[src/rtl/shift_reg_pkg.sv]
// Shared types for the universal shift register: per-step operation codes and FSM states.
package shift_reg_pkg;

  typedef enum logic [2:0] {
    SR_HOLD = 3'd0,
    SR_SHL  = 3'd1,
    SR_SHR  = 3'd2,
    SR_SAR  = 3'd3,
    SR_ROL  = 3'd4,
    SR_ROR  = 3'd5
  } sr_mode_t;

  typedef enum logic [1:0] {
    ST_IDLE  = 2'd0,
    ST_SHIFT = 2'd1,
    ST_DONE  = 2'd2
  } sr_state_t;

endpackage

[src/rtl/shift_unit.sv]
// Combinational single-step shift/rotate datapath; reusable by serial/parallel converters.
module shift_unit
  import shift_reg_pkg::*;
#(
  parameter int WIDTH = 8
) (
  input  logic [WIDTH-1:0] q,
  input  sr_mode_t         mode,
  input  logic             ser_in,
  output logic [WIDTH-1:0] q_next
);

  // Codes 6 and 7 have no enum label and fall through to HOLD.
  always_comb begin
    q_next = q;
    case (mode)
      SR_SHL:  q_next = {q[WIDTH-2:0], ser_in};
      SR_SHR:  q_next = {ser_in, q[WIDTH-1:1]};
      SR_SAR:  q_next = {q[WIDTH-1], q[WIDTH-1:1]};
      SR_ROL:  q_next = {q[WIDTH-2:0], q[WIDTH-1]};
      SR_ROR:  q_next = {q[0], q[WIDTH-1:1]};
      default: q_next = q;
    endcase
  end

endmodule

[src/rtl/shift_reg_univ.sv]
// Universal shift register: parallel load plus a counted multi-step shift/rotate sequence.
module shift_reg_univ
  import shift_reg_pkg::*;
#(
  parameter int WIDTH = 8,
  parameter int CNT_W = 4
) (
  input  logic             clk,
  input  logic             reset,
  input  logic             write,
  input  logic [WIDTH-1:0] inp,
  input  logic [2:0]       mode,
  input  logic             ser_in,
  input  logic             start,
  input  logic [CNT_W-1:0] count,
  output logic [WIDTH-1:0] q,
  output logic             ser_out_l,
  output logic             ser_out_r,
  output logic             busy,
  output logic             done
);

  sr_state_t        state;
  sr_state_t        state_next;
  sr_mode_t         mode_q;
  logic [CNT_W-1:0] cnt;
  logic [WIDTH-1:0] step_q;

  shift_unit #(.WIDTH(WIDTH)) u_shift_unit (
    .q      (q),
    .mode   (mode_q),
    .ser_in (ser_in),
    .q_next (step_q)
  );

  always_ff @(posedge clk) begin
    if (reset) state <= ST_IDLE;
    else       state <= state_next;
  end

  always_comb begin
    state_next = state;
    case (state)
      ST_IDLE: begin
        if (!write && start)
          state_next = (count == '0) ? ST_DONE : ST_SHIFT;
      end
      ST_SHIFT: begin
        if (cnt == CNT_W'(1)) state_next = ST_DONE;
      end
      ST_DONE:  state_next = ST_IDLE;
      default:  state_next = ST_IDLE;
    endcase
  end

  // Both flags decode the state flop directly, so they carry no combinational input paths.
  always_comb begin
    busy = (state == ST_SHIFT);
    done = (state == ST_DONE);
  end

  always_ff @(posedge clk) begin
    if (reset) begin
      q      <= '0;
      cnt    <= '0;
      mode_q <= SR_HOLD;
    end else begin
      case (state)
        ST_IDLE: begin
          if (write) begin
            q <= inp;
          end else if (start && count != '0) begin
            mode_q <= sr_mode_t'(mode);
            cnt    <= count;
          end
        end
        ST_SHIFT: begin
          q   <= step_q;
          cnt <= cnt - CNT_W'(1);
        end
        default: ;
      endcase
    end
  end

  assign ser_out_l = q[WIDTH-1];
  assign ser_out_r = q[0];

endmodule

[config.mk]
export PLATFORM = sky130hd
export DESIGN_NAME = shift_reg_univ
export DESIGN_NICKNAME = d
export VERILOG_FILES = /design/src/rtl/shift_reg_pkg.sv /design/src/rtl/shift_unit.sv /design/src/rtl/shift_reg_univ.sv
export SDC_FILE = /design/constraint.sdc
export NUM_CORES = 1
export LEC_CHECK = 0
export CAP_MARGIN = 0
export CORE_MARGIN = 5
export CORE_UTILIZATION = 44
export CTS_BUF_LIST = sky130_fd_sc_hd__clkbuf_2 sky130_fd_sc_hd__clkbuf_4 sky130_fd_sc_hd__clkbuf_8
export DETAILED_ROUTE_END_ITERATION = 8
export HOLD_SLACK_MARGIN = 0.06
export PLACE_DENSITY_LB_ADDON = 0.15
export SYNTH_ARGS = -nofsm -noshare
export SYNTH_HDL_FRONTEND = slang
export SYNTH_SLANG_ARGS = --single-unit
export TNS_END_PERCENT = 5
[constraint.sdc]
create_clock -name clk -period 1.3 [get_ports clk]
set_input_delay 0.26 -clock clk [delete_from_list [all_inputs] [get_ports clk]]
set_output_delay 0.26 -clock clk [all_outputs]
set_load 0.1 [all_outputs]
==> flow_metrics.tcl, run 1 <==
set metrics [dict create \
    startpoint_type "flip-flop" \
    setup_viol 16 \
    start_util_pct 46.3 \
    io_buffers 31 \
    fin_cells 210 \
    slowest_delay_ps 510 \
    wl_um 3360 \
    mostFrequentLayoutCell "buf_4" \
    gr-total-overflow 0 \
    relSlewSlack_pct 71.7 \
    fp.dieH_um 61.1 \
    yosys_warnings 0 \
    pre_cts_slack_ps -657 \
    die_area_sq_um 3730 \
    syn_inst 129 \
    placedInstanceArea_sq_um 1760 \
    dp.cells 203 \
    dp_hpwl_um 2490 \
    die_w_um 61.1 \
    hold_violations 0 \
    dr.pass1.iters 4 \
    cp_cell_sequence "buf_6 -> or2b_1 -> a21oi_2 -> or4_4 -> a221oi_2" \
    drc 0 \
    arrival_ps 1710 \
    synth_seq_cells 17 \
    fin_nets 203 \
    grt_usage_pct 20.3 \
    drtAntennaViolNets 0 \
    grt_pass1_wl_um 5730 \
    async_flop_share_pct 0 \
    hp-class "primary input to flip-flop" \
    cp_data_required_time_ps 1510 \
    max-cap-violations 0 \
    ctsHtreeMaxLevel 1 \
    avgSynthCellArea_sq_um 8.89 \
    skew_ps 2.90 \
    dr_total_vias 1223 \
    p_per_area_nw_per_um2 962 \
    cp-end-kind "flip-flop" \
    yosysUniqueCellTypes 41 \
    critical_path.top_delay_family "simple AND/OR/NAND/NOR gates" \
    drtIter0Drc 64 \
    clock-root-buffer "clkbuf_4" \
    ir_worst_vdd_mv 0.820 \
    synth-adder-area-share_pct 2.18 \
    cts_buffers 3 \
    insertion_delay_ps 290 \
    rows 18 \
    period_needed_ps 1510 \
    worst_pin_slew_ps 423 \
    slowest_stage "or4_4" \
    synth_enable_flop_cells 0 \
    syn_area_sq_um 1150 \
    cts_tree "done" \
    clkTransAtPathRegs_ps 100 \
    clock.fmax_ghz 0.663 \
    antenna_found_initial 0 \
    gp_congestion 0.904 \
    slew_violations 0 \
    clockBufferDepth 2 \
    synth_compound_area_share_pct 30.3 \
    yosysSeqAreaShare_pct 29.7 \
    synthFlopType "dfxtp_1" \
    layout_common_cells "buf_4 (22), clkdlybuf4s50_1 (15), buf_12 (15), nor2_1 (12), dfxtp_2 (11)" \
    leakagePower_nw 0.781 \
    timing.final.crit_share_pct 116 \
    crit_type "flip-flop to flip-flop" \
    p_total_mw 1.83 \
    ios 32 \
    failed_checks "negative setup slack" \
    core_area_sq_um 2480 \
    worstPathMaxFanout 7 \
    rsz0062_at_grt "true" \
    grt_max_degree 23 \
    synth-simple-area-share_pct 25.0 \
    syn-num-nets 151 \
    n_antenna_cell 0 \
    final_area_sq_um 1900 \
    final.setup.worst_slack_ps -208 \
    drive_above_1_share_pct 46.7 \
    synth.mux.area_fraction_pct 2.62 \
    status "complete, but fails checks" \
    synth_top_family_by_area "compound AO/OA/AOI/OAI gates" \
    cts_sinks 17 \
    vias_per_cell 5.82 \
    wl_per_cell_um 16.0 \
    synthXorXnorAreaFrac_pct 0.763 \
    grt_pass1_vias 1291 \
    crit_buf_inv 1 \
    area_growth_pct 65.9 \
]
==> cell usage after synthesis, types with 2 or more instances <==
| cell | instances | area (sq um) |
|---|---|---|
| nand2_1 | 8 | 30.0 |
| nor3_1 | 2 | 10.0 |
| mux2i_1 | 3 | 30.0 |
| ha_1 | 2 | 25.0 |
| inv_1 | 6 | 22.5 |
| dfxtp_1 | 17 | 340 |
| nand3b_1 | 6 | 45.0 |
| a21boi_0 | 6 | 45.0 |
| a21oi_2 | 2 | 17.5 |
| o21ai_0 | 3 | 15.0 |
| nor2_1 | 16 | 60.1 |
| a31oi_1 | 7 | 43.8 |
| clkbuf_1 | 3 | 11.3 |
| or4_4 | 2 | 22.5 |
| buf_6 | 3 | 33.8 |
| o41ai_1 | 7 | 61.3 |
| nand2b_1 | 2 | 12.5 |
| a21oi_1 | 5 | 25.0 |
| buf_2 | 2 | 10.0 |
| nor4_1 | 2 | 12.5 |
| buf_4 | 3 | 22.5 |
| nor2b_1 | 2 | 12.5 |
| a32oi_1 | 2 | 17.5 |
==> through the flow <==
| stage | utilization [%] | setup TNS [ps] | hold WS (ps) |
|---|---|---|---|
| floorplan | - | -2370 | 355 |
| global placement | 70.9 | -7170 | 506 |
| detailed placement | 70.9 | -8180 | 515 |
| CTS | 76.3 | -1770 | 377 |
| global route | 76.8 | -3110 | 400 |
| finish | 76.8 | -1930 | 382 |
==> routing by layer <==
| layer | part of all wire, % | global-route usage, % | wire (um) |
|---|---|---|---|
| met1 | 42 | 23.9 | 1410 |
| met4 | 1.8 | 7.12 | 59 |
| met5 | 0 | 0 | 0 |
| met3 | 3.7 | 3.77 | 124 |
| met2 | 52 | 36.6 | 1770 |
==> flip-flops by register name, summed over array words and instances (netlist names) <==
register,cells
q,8
mode_q,3
state,2
cnt,4
==> what timing repair did <==
action	in CTS	in global routing
hold buffers	0	0
buffers inserted	3	0
gates resized for setup	35	5
setup endpoints to repair	18	17
pin swaps	10	2
==> cell type report <==
cell class / count / area, sq um
clock buffers: 4 / 30.0
fillers: 184 / 574
inverters: 7 / 38.8
multi-input cells: 94 / 761
flip-flops and latches: 17 / 358
well taps: 30 / 37.5
repair buffers: 58 / 678
==> kinds of logic after synthesis <==
group           after synthesis
buf+inv                      18
mux                           3
xor+xnor                      1
fa+ha+maj                     2
flops                        17
compound gates               40
simple gates                 48
==> power by group <==
group          switching [mW]  internal, mW  leakage [nW]  total (mW)
registers              0.0611         0.574         0.145       0.635
logic                   0.493         0.395         0.618       0.887
clock network           0.168         0.140        0.0184       0.309
==> worst paths after layout <==
check / startpoint / end / slack (ps) / cells after the start
worst max register to register: mode_q[2] / q[0] / -210 / 5
worst max-delay path: mode_q[2] / q[0] / -210 / 5
worst min-delay path: count[1] / cnt[1] / 380 / 2
worst min register to register: q[5] / q[5] / 540 / 2
Power figures use the tool's default switching activity.
==> run 2, diff against run 1 <==
--- a/config.mk
+++ b/config.mk
@@ -8,5 +8,5 @@
 export CAP_MARGIN = 0
 export CORE_MARGIN = 5
-export CORE_UTILIZATION = 44
+export CORE_UTILIZATION = 49
 export CTS_BUF_LIST = sky130_fd_sc_hd__clkbuf_2 sky130_fd_sc_hd__clkbuf_4 sky130_fd_sc_hd__clkbuf_8
 export DETAILED_ROUTE_END_ITERATION = 8
==> constraint.sdc (replaced) <==
create_clock -name clk -period 1.6 [get_ports clk]
set_input_delay 0.48 -clock clk [delete_from_list [all_inputs] [get_ports clk]]
set_output_delay 0.48 -clock clk [all_outputs]
set_load 0.1 [all_outputs]
==> run 2 against run 1 <==
- the flow still finishes with violations (negative setup slack)
- first-iteration DRC count is 56% lower
- utilization grew 4.8 points
- setup slack better by 170 ps
- critical path type is now flip-flop to output port
- combinational power fell by 21%
- power is 20% lower
- global-route usage decreased by 0.68 points
- highest routed layer unchanged
- final cell count down 1.9%
- clock-buffer cell count stayed put
- hold slack gained 160 ps
- sequential share of layout area increased by 0.22 points
==> flow_metrics.tcl, run 2 (synthesis results as in run 1) <==
set metrics [dict create \
    busiest_layer "met2" \
    swShare_pct 40.4 \
    grt_max_degree 25 \
    crit_type "flip-flop to output port" \
    rows 17 \
    fin_nets 201 \
    antenna_found_initial 0 \
    setup_viol 4 \
    clock_power_share_pct 17.6 \
    wl_um 3600 \
    cts_buffers 3 \
    grt_pass1_vias 1145 \
    multi_input_area_sq_um 744 \
    mostFrequentLayoutCell "buf_4" \
    cts_tree "done" \
    failed_checks "negative setup slack" \
    startpoint "state[1]" \
    die_area_sq_um 3410 \
    p_seq_share_pct 35.1 \
    seqCellArea_sq_um 347 \
    p_sw_mw 0.595 \
    period_needed_ps 1640 \
    cp-end-kind "output port" \
    largest_registers "q (8), cnt (4), mode_q (3)" \
    drtAntennaViolNets 0 \
    timing.rr.end "q[0]" \
    gp_congestion 0.928 \
    hold_violations 0 \
    area_growth_pct 58.8 \
    clockBufferDepth 2 \
    vias_per_cell 5.98 \
    layout_common_cells "buf_4 (21), nor2_1 (15), clkdlybuf4s50_1 (15), buf_12 (13), dfxtp_1 (12)" \
    grt_pass1_wl_um 5200 \
    fin_cells 206 \
    hold_buffers 0 \
    dr_total_vias 1232 \
    combPwrFrac_pct 47.3 \
    p_int_mw 0.879 \
    io_buffers 31 \
    insertion_delay_ps 300 \
    cts_sinks 17 \
    largest_reg_flops 8 \
    ctsHtreeMaxLevel 1 \
    slew_violations 0 \
    drtIter0Drc 28 \
    arrival_ps 1160 \
    die_w_um 58.4 \
    dp_hpwl_um 2340 \
    p_total_mw 1.47 \
    dr.pass1.iters 4 \
    start_util_pct 51.4 \
    worst_pin_slew_ps 447 \
    gr-usage-met1_pct 21.9 \
    ios 32 \
    relSlewSlack_pct 69.4 \
    clock.fmax_ghz 0.610 \
    n_fill_cell 134 \
    dp.cells 198 \
    reg2reg_from "mode_q[2]" \
    startpoint_type "flip-flop" \
    wl_per_cell_um 17.5 \
    rrSetupSlack_ps 60 \
    final.setup.worst_slack_ps -39.9 \
    max-cap-violations 0 \
    grt_use_met3_pct 5.48 \
    grt_usage_pct 19.6 \
    pre_cts_slack_ps -524 \
    status "complete, but fails checks" \
    clock-root-buffer "clkbuf_4" \
    clkTransAtPathRegs_ps 100 \
    n_antenna_cell 0 \
    leakagePower_nw 0.752 \
    drive_above_1_share_pct 37.6 \
    reg2regPathDepth 5 \
    p_per_area_nw_per_um2 809 \
    timing.final.crit_share_pct 102 \
    core_area_sq_um 2230 \
    drc 0 \
    cp_data_required_time_ps 1120 \
    fp.dieH_um 58.4 \
    rsz0062_at_grt "true" \
    hp-class "flip-flop to flip-flop" \
    top_register "q" \
    gr-total-overflow 0 \
    ir_worst_vdd_mv 0.579 \
    critical_path.endpoint "busy" \
    skew_ps 2.12 \
    met2_usage_pct 34.3 \
    worstPathMaxFanout 3 \
]
run 2: power by group through the flow:
stage	sequential (mW)	clock (mW)	combinational, mW
floorplan	0.648	0	0.274
global placement	0.520	0	0.644
detailed placement	0.522	0	0.658
CTS	0.514	0.266	0.662
global route	0.523	0.292	0.729
finish	0.517	0.259	0.697
run 2: worst min-delay path by stage:
stage	from	to	slack, ps	cells past startpoint
final	q[0]	q[0]	540	2
after CTS	q[0]	q[0]	540	2
after floorplan	cnt[2]	cnt[2]	510	2
after detailed placement	q[0]	q[0]	530	2
after global placement	q[0]	q[0]	530	2
after global routing	q[0]	q[0]	570	2
run 2: final cells by class:
class / instances / share of cell area [%]
timing repair buffer: 55 / 34.5
tap: 28 / 1.92
clock buffer: 4 / 1.65
inverter: 7 / 1.99
multi-input combinational: 95 / 40.9
sequential: 17 / 19.0
run 2: metrics by stage:
step | utilization, % | hold slack, ps | setup TNS [ps] | instance area, sq um
after detailed placement | 76.5 | 528 | -6110 | 1710
after CTS | 78.4 | 544 | -282 | 1750
final | 81.6 | 543 | -77.5 | 1820
after floorplan | - | 509 | -1210 | 1150
after global placement | 76.5 | 527 | -5480 | 1710
after global routing | 81.6 | 571 | -251 | 1820
run 2: metal layers:
metal | part of all wire (%) | vias to the layer above
li1 | - | 584
met1 | 42 | 601
met2 | 50 | 40
met3 | 6.1 | 7
met4 | 2.1 | 0
met5 | 0 | -
run 2: timing repair:
| item | in CTS | in global routing |
|---|---|---|
| gates resized for setup | 11 | 10 |
| pin swaps | 4 | 4 |
| setup endpoints to repair | 15 | 14 |
| setup buffers | 0 | 3 |
| gates cloned | 0 | 1 |
run 2: critical path: stages, from the launching register on:
cell and delay [ps]:
dfxtp_2 350, nand2b_4 150, clkinv_4 70, buf_8 130, buf_12 150
